`config.mk`:
```
export PLATFORM = sky130hd
export DESIGN_NAME = sema_master
export DESIGN_NICKNAME = d
export VERILOG_FILES = /design/src/rtl/sema_pkg.sv /design/src/rtl/sema_backoff.sv /design/src/rtl/sema_master.sv
export SDC_FILE = /design/constraint.sdc
export NUM_CORES = 1
export LEC_CHECK = 0
export BUFFER_PORTS_ARGS = -buffer_cell sky130_fd_sc_hd__buf_2
export CORE_MARGIN = 3
export CORE_UTILIZATION = 60
export DETAILED_ROUTE_END_ITERATION = 8
export GPL_ROUTABILITY_DRIVEN = 0
export PLACE_DENSITY = 0.95
export SYNTH_ARGS = -nofsm -noshare
export SYNTH_HDL_FRONTEND = slang
export SYNTH_HIERARCHICAL = 1
export SYNTH_SLANG_ARGS = --single-unit
```
`constraint.sdc`:
```
create_clock -name clk_i -period 4.45 [get_ports clk_i]
set_clock_uncertainty 0.1 [all_clocks]
set_input_delay 0.89 -clock clk_i [delete_from_list [all_inputs] [get_ports clk_i]]
set_output_delay 0.89 -clock clk_i [all_outputs]
set_load 0.03 [all_outputs]
```
`src/rtl/sema_pkg.sv`:
```
// Shared types and address packing for the semaphore bus initiator.
package sema_pkg;

    typedef enum logic [1:0] {
        SEMA_ACQUIRE = 2'b00,
        SEMA_RELEASE = 2'b01,
        SEMA_PEEK    = 2'b10,
        SEMA_SET     = 2'b11
    } sema_cmd_e;

    typedef enum logic [3:0] {
        ST_IDLE,
        ST_BUS,
        ST_GAP,
        ST_EVAL,
        ST_RESTORE,
        ST_GAP2,
        ST_BACKOFF,
        ST_WAIT,
        ST_DONE
    } sema_state_e;

    localparam int ADR_W    = 13;
    localparam int MODE_BIT = 12;
    localparam int IDX_MSB  = 11;
    localparam int IDX_LSB  = 4;
    localparam int AMT_MSB  = 3;
    localparam int AMT_LSB  = 0;

    // mode=1 selects absolute access, mode=0 counting access
    function automatic logic [ADR_W-1:0] sema_addr(input logic       mode,
                                                   input logic [7:0] idx,
                                                   input logic [3:0] amt);
        logic [ADR_W-1:0] a;
        a                    = '0;
        a[MODE_BIT]          = mode;
        a[IDX_MSB:IDX_LSB]   = idx;
        a[AMT_MSB:AMT_LSB]   = amt;
        return a;
    endfunction

endpackage

```
`src/rtl/sema_backoff.sv`:
```
// Loadable down-counter with terminal-count flag; times both the retry
// backoff wait and the bus acknowledge timeout.
module sema_backoff #(
    parameter int W = 16
) (
    input  logic         clk_i,
    input  logic         rst_ni,
    input  logic         load,
    input  logic [W-1:0] value,
    output logic         done
);

    logic [W-1:0] cnt_q;

    always_ff @(posedge clk_i or negedge rst_ni) begin
        if (!rst_ni) begin
            cnt_q <= '0;
        end else if (load) begin
            cnt_q <= value;
        end else if (cnt_q != '0) begin
            cnt_q <= cnt_q - W'(1);
        end
    end

    assign done = (cnt_q == '0);

endmodule

```
`src/rtl/sema_master.sv`:
```
// Semaphore bus initiator: one command becomes slave bus cycles, with acquire
// retry/backoff/restore. Define SEMA_MASTER_ACK_TMO_EN for the ack timeout.
//
// state      | meaning
// IDLE       | waiting for a command
// BUS        | command access on the bus, waiting for ack
// GAP        | select low so the slave sees a fresh rising edge
// EVAL       | judge the read result
// RESTORE    | counting write giving back units a short acquire consumed
// GAP2       | select low after the restore write
// BACKOFF    | count down one retry
// WAIT       | idle backoff before re-issuing the acquire read
// DONE       | completion pulse; a new command may be accepted here
module sema_master
    import sema_pkg::*;
#(
    parameter int MAX_RETRY = 8,
    parameter int BACKOFF   = 16,
    parameter int ACK_TMO   = 64
) (
    input  logic        clk_i,
    input  logic        rst_ni,
    input  logic        req_i,
    input  logic [1:0]  cmd_i,
    input  logic [7:0]  sem_i,
    input  logic [3:0]  amt_i,
    input  logic [7:0]  val_i,
    output logic        busy_o,
    output logic        done_o,
    output logic        ok_o,
    output logic        err_o,
    output logic [7:0]  val_o,
    output logic        cyc_o,
    output logic        stb_o,
    output logic        we_o,
    output logic [12:0] adr_o,
    output logic [7:0]  dat_o,
    input  logic        ack_i,
    input  logic [7:0]  dat_i
);

    localparam logic [7:0]  RETRY_LOAD = 8'(MAX_RETRY);
    localparam logic [15:0] BO_LOAD    = 16'(BACKOFF - 1);
    localparam logic [15:0] TMO_LOAD   = 16'(ACK_TMO - 1);

    sema_state_e state_q, state_d;
    sema_cmd_e   cmd_q;
    logic [7:0]  sem_q;
    logic [3:0]  amt_q;
    logic [7:0]  retry_q, retry_d;
    logic [7:0]  rd_q, rd_d;
    logic        ok_q, ok_d;
    logic        cyc_q, cyc_d, stb_q, stb_d, we_q, we_d;
    logic [12:0] adr_q, adr_d;
    logic [7:0]  dat_q, dat_d;
    logic        accept;
    logic        tmr_load, tmr_done;
    logic [15:0] tmr_val;
`ifdef SEMA_MASTER_ACK_TMO_EN
    logic        err_q, err_d;
`endif

    assign accept = req_i && (state_q == ST_IDLE || state_q == ST_DONE);

    sema_backoff #(.W(16)) u_timer (
        .clk_i (clk_i),
        .rst_ni(rst_ni),
        .load  (tmr_load),
        .value (tmr_val),
        .done  (tmr_done)
    );

    always_comb begin
        state_d  = state_q;
        retry_d  = retry_q;
        rd_d     = rd_q;
        ok_d     = ok_q;
        cyc_d    = cyc_q;
        stb_d    = stb_q;
        we_d     = we_q;
        adr_d    = adr_q;
        dat_d    = dat_q;
        tmr_load = 1'b0;
        tmr_val  = TMO_LOAD;
`ifdef SEMA_MASTER_ACK_TMO_EN
        err_d    = err_q;
`endif
        case (state_q)
            ST_IDLE, ST_DONE: begin
                state_d = ST_IDLE;
                if (accept) begin
                    cyc_d    = 1'b1;
                    stb_d    = 1'b1;
                    we_d     = cmd_i[0];
                    adr_d    = sema_addr(cmd_i[1], sem_i, cmd_i[1] ? 4'h0 : amt_i);
                    dat_d    = (sema_cmd_e'(cmd_i) == SEMA_SET) ? val_i : 8'h00;
                    retry_d  = RETRY_LOAD;
                    ok_d     = 1'b0;
                    tmr_load = 1'b1;
                    state_d  = ST_BUS;
`ifdef SEMA_MASTER_ACK_TMO_EN
                    err_d    = 1'b0;
`endif
                end
            end
            ST_BUS, ST_RESTORE: begin
                if (ack_i) begin
                    cyc_d = 1'b0;
                    stb_d = 1'b0;
                    if (!we_q) rd_d = dat_i;
                    state_d = (state_q == ST_BUS) ? ST_GAP : ST_GAP2;
                end
`ifdef SEMA_MASTER_ACK_TMO_EN
                else if (tmr_done) begin
                    cyc_d   = 1'b0;
                    stb_d   = 1'b0;
                    ok_d    = 1'b0;
                    err_d   = 1'b1;
                    state_d = ST_DONE;
                end
`endif
            end
            ST_GAP: state_d = ST_EVAL;
            ST_EVAL: begin
                if (cmd_q != SEMA_ACQUIRE || rd_q >= {4'h0, amt_q}) begin
                    ok_d    = 1'b1;
                    state_d = ST_DONE;
                end else if (rd_q == 8'h00) begin
                    state_d = ST_BACKOFF;
                end else begin
                    // slave saturated to 0 after consuming rd_q units; rd_q < 16 here
                    cyc_d    = 1'b1;
                    stb_d    = 1'b1;
                    we_d     = 1'b1;
                    adr_d    = sema_addr(1'b0, sem_q, rd_q[3:0]);
                    dat_d    = 8'h00;
                    tmr_load = 1'b1;
                    state_d  = ST_RESTORE;
                end
            end
            ST_GAP2: state_d = ST_BACKOFF;
            ST_BACKOFF: begin
                retry_d = retry_q - 8'd1;
                if (retry_q <= 8'd1) begin
                    ok_d    = 1'b0;
                    state_d = ST_DONE;
                end else begin
                    tmr_load = 1'b1;
                    tmr_val  = BO_LOAD;
                    state_d  = ST_WAIT;
                end
            end
            ST_WAIT: begin
                if (tmr_done) begin
                    cyc_d    = 1'b1;
                    stb_d    = 1'b1;
                    we_d     = 1'b0;
                    adr_d    = sema_addr(1'b0, sem_q, amt_q);
                    dat_d    = 8'h00;
                    tmr_load = 1'b1;
                    state_d  = ST_BUS;
                end
            end
            default: state_d = ST_IDLE;
        endcase
    end

    always_ff @(posedge clk_i or negedge rst_ni) begin
        if (!rst_ni) begin
            state_q <= ST_IDLE;
            cmd_q   <= SEMA_ACQUIRE;
            sem_q   <= 8'h00;
            amt_q   <= 4'h0;
            retry_q <= 8'h00;
            rd_q    <= 8'h00;
            ok_q    <= 1'b0;
            cyc_q   <= 1'b0;
            stb_q   <= 1'b0;
            we_q    <= 1'b0;
            adr_q   <= '0;
            dat_q   <= 8'h00;
`ifdef SEMA_MASTER_ACK_TMO_EN
            err_q   <= 1'b0;
`endif
        end else begin
            state_q <= state_d;
            retry_q <= retry_d;
            rd_q    <= rd_d;
            ok_q    <= ok_d;
            cyc_q   <= cyc_d;
            stb_q   <= stb_d;
            we_q    <= we_d;
            adr_q   <= adr_d;
            dat_q   <= dat_d;
`ifdef SEMA_MASTER_ACK_TMO_EN
            err_q   <= err_d;
`endif
            if (accept) begin
                cmd_q <= sema_cmd_e'(cmd_i);
                sem_q <= sem_i;
                amt_q <= amt_i;
            end
        end
    end

    assign busy_o = !(state_q == ST_IDLE || state_q == ST_DONE);
    assign done_o = (state_q == ST_DONE);
    assign ok_o   = ok_q;
    assign val_o  = rd_q;
    assign cyc_o  = cyc_q;
    assign stb_o  = stb_q;
    assign we_o   = we_q;
    assign adr_o  = adr_q;
    assign dat_o  = dat_q;
`ifdef SEMA_MASTER_ACK_TMO_EN
    assign err_o  = err_q;
`else
    assign err_o  = 1'b0;
`endif

endmodule

```
==> results.sh <==
export IMPL_status="completed"
export IMPL_rows=28
export IMPL_drv_cap=0
export IMPL_max_freq_mhz=311
export IMPL_synth_ff_type="dfrtp_1"
export IMPL_power_density_nw_per_um2=759
export IMPL_p_total_mw=3.48
export IMPL_worstMarginPinSlew_ns=0.755
export IMPL_finalCriticalPeriod_ns=3.21
export IMPL_power_switching_mw=1.51
export IMPL_p_clk_share_pct=16.9
export IMPL_rsz0062_at_grt="no"
export IMPL_cts_sinks=74
export IMPL_num_nets_final=510
export IMPL_cts_setup_buffers=0
export IMPL_fin_util_pct=74.7
export IMPL_dp_hpwl_mm=6.34
export IMPL_finalHoldViolCount=0
export IMPL_ys_seq_area_share_pct=47.2
export IMPL_routed_wirelength_mm=9.12
export IMPL_area_growth_pct=16.7
export IMPL_numCtsBuffers=9
export IMPL_power_share_combinational_pct=45.5
export IMPL_leakagePower_nw=2.09
export IMPL_port_buffers=68
export IMPL_htree_levels=3
export IMPL_setup_viol=0
export IMPL_ant_nets=0
export IMPL_dieArea_um2=7550
export IMPL_syn_avg_cell_area_um2=9.99
export IMPL_async_reset_ff_share_pct=100
export IMPL_track_usage_pct=26.2
export IMPL_crit_type="reg2reg"
export IMPL_yosys_register_bits=74
export IMPL_clk_pin_slew_ns=0.08
export IMPL_p_int_mw=1.96
export IMPL_dr_first_iter_drc_count=218
export IMPL_max_slew_margin_pct=49.2
export IMPL_dpl_cell_area_um2=4350
export IMPL_insertion_delay_ns=0.35
export IMPL_maxSlewViolCount=0
export IMPL_fin_setup_tns_ns=0
export IMPL_pwr_share_seq_pct=37.6
export IMPL_worstHoldPathType="in2async"
export IMPL_swShare_pct=43.6
export IMPL_die_h_um=86.9
export IMPL_ios=70
export IMPL_irDropWorstVdd_mv=0.463
export IMPL_grt_pass1_vias=3252
export IMPL_drive_gt1_share_pct=27.9
export IMPL_cp_end_kind="register"
export IMPL_final_cell_area_um2=4580
export IMPL_initial_utilization_pct=64.0
export IMPL_wire_per_inst_um=16.6
export IMPL_root_buffer="clkbuf_8"
export IMPL_postCtsHoldBufs=0
export IMPL_critPathLaunchType="register"
export IMPL_num_antenna_cells=0
export IMPL_vias=3241
export IMPL_cts_tree="yes"
export IMPL_die_x_um=86.9
export IMPL_yosysUniqueCellTypes=57
export IMPL_worstPathArrival_ns=3.35
export IMPL_required_ns=4.59
export IMPL_antenna_found_initial=0
export IMPL_grt_overflow_total=0
export IMPL_dr_pass1_iters=5
export IMPL_route_detailed_drc=0
export IMPL_clk_path_buf_depth=2
export IMPL_coreArea_um2=6130
export IMPL_yosysWarnings=6
export IMPL_grt_max_degree=59
export IMPL_grt_pass1_wl_mm=15.6
export IMPL_syn_inst=393
export IMPL_viasPerCell=5.91
export IMPL_synth_area_um2=3930
export IMPL_crit_fanout=21
export IMPL_cts_resized=0
export IMPL_fin_crit_sh_pct=72.2
export IMPL_synth_edf_count=0
[cell type report]
cell class / instances / area [µm²]
multi-input cells: 292 / 1950
flip-flops and latches: 74 / 1850
fillers: 391 / 1550
repair buffers: 74 / 385
clock buffers: 11 / 151
well taps: 75 / 93.8
clock inverters: 4 / 75.1
inverters: 18 / 67.6
[critical path: stages (launching register included)]
cell,delay (ns)
dfrtp_1,0.42
inv_1,0.10
ha_1,0.21
nor3b_4,0.46
nand3_2,0.23
nor2_1,0.31
nor2b_1,0.15
or3_1,0.32
o21ai_1,0.12
buf_4,0.29
mux2_2,0.38
[worst paths after layout]
check	slack, ns	cells past startpoint	to	start
setup / recovery	1.24	10	adr_o[4]$_DFFE_PN0P_	u_timer/cnt_q[0]$_DFFE_PN0P_
hold / removal	0.35	1	u_timer/cnt_q[14]$_DFFE_PN0P_	rst_ni
setup reg to reg	1.24	10	adr_o[4]$_DFFE_PN0P_	u_timer/cnt_q[0]$_DFFE_PN0P_
hold reg to reg	0.39	2	sem_q[7]$_DFFE_PN0P_	sem_q[7]$_DFFE_PN0P_
max in group asynchronous	2.86	2	we_o$_DFFE_PN0P_	rst_ni
min in group clk_i	0.39	2	sem_q[7]$_DFFE_PN0P_	sem_q[7]$_DFFE_PN0P_
[flip-flops by register name (all words and copies together) (netlist names)]
name           count
adr_o             13
amt_q              4
cmd_q              2
dat_o              8
ok_o               1
retry_q            8
sem_q              8
state_q            4
stb_o              1
u_timer/cnt_q     16
val_o              8
we_o               1
[cell families after synthesis]
logic type / after synthesis / synth area share (%)
adder cells (fa/ha/maj): 7 / 2.23
other: 2 / 0.191
buffers and inverters: 40 / 4.43
XOR/XNOR: 11 / 2.45
flip-flops: 74 / 47.2
AO/OA/AOI/OAI: 64 / 10.9
multiplexers: 38 / 10.6
AND/OR/NAND/NOR: 157 / 22.0
[power groups by stage]
stage               sequential [mW]  combinational [mW]  clock [mW]
finish                         1.31                1.58       0.588
global route                   1.35                1.75       0.624
floorplan                      1.47               0.970           0
global placement               1.29                1.49           0
detailed placement             1.31                1.56           0
CTS                            1.30                1.59       0.596
[cell usage after synthesis, drive strengths merged (3+ instances only)]
master,count,area share [%]
a21oi,6,0.77
buf,12,1.8
clkbuf,10,0.96
dfrtp,74,47
ha,7,2.2
inv,18,1.7
mux2,29,8.3
mux2i,9,2.3
nand2,70,6.7
nand2b,9,1.4
nand3,9,1.3
nand3b,6,1.1
nor2,15,1.4
nor2b,6,0.96
nor3,8,1.0
nor4,8,2.0
nor4b,4,1.3
o211a,6,1.5
o211ai,7,1.3
o21ai,28,3.6
or3,5,0.83
or4,3,0.77
xnor2,9,2.0
[cells in the final DEF, fill, tap and decap left out, types with 4 or more instances in the layout]
cell type / Yosys / routed
mux2_2: 29 / 29
inv_1: 18 / 18
o211ai_1: 7 / 7
xnor2_1: 9 / 9
ha_1: 7 / 7
nor4_1: 5 / 5
buf_2: 7 / 68
nand3_1: 8 / 8
o211a_1: 6 / 6
or3_1: 4 / 4
dfrtp_1: 74 / 74
conb_1: 2 / 15
nand2b_1: 9 / 9
buf_4: 4 / 6
o21ai_0: 28 / 27
nand3b_1: 6 / 6
nand2_1: 70 / 70
a21oi_1: 6 / 6
nor2_1: 15 / 15
clkbuf_8: 0 / 11
mux2i_1: 9 / 9
nor3_1: 8 / 8
nor2b_1: 6 / 6
[through the flow]
stage / hold WS, ns / worst slack, ns / std cells
floorplan: 0.342 / 1.38 / 406
global placement: 0.358 / 1.36 / 533
detailed placement: 0.363 / 1.27 / 533
CTS: 0.351 / 1.25 / 548
global route: 0.367 / 1.06 / 548
finish: 0.348 / 1.24 / 548
[layer usage]
metal / global-route usage (%) / wire length, µm / up-vias
li1: - / - / 1511
met1: 33.7 / 3820 / 1601
met2: 42.4 / 4620 / 105
met3: 6.43 / 461 / 24
met4: 11.0 / 219 / 0
met5: 0 / 0 / -
Power figures use the tool's default switching activity.
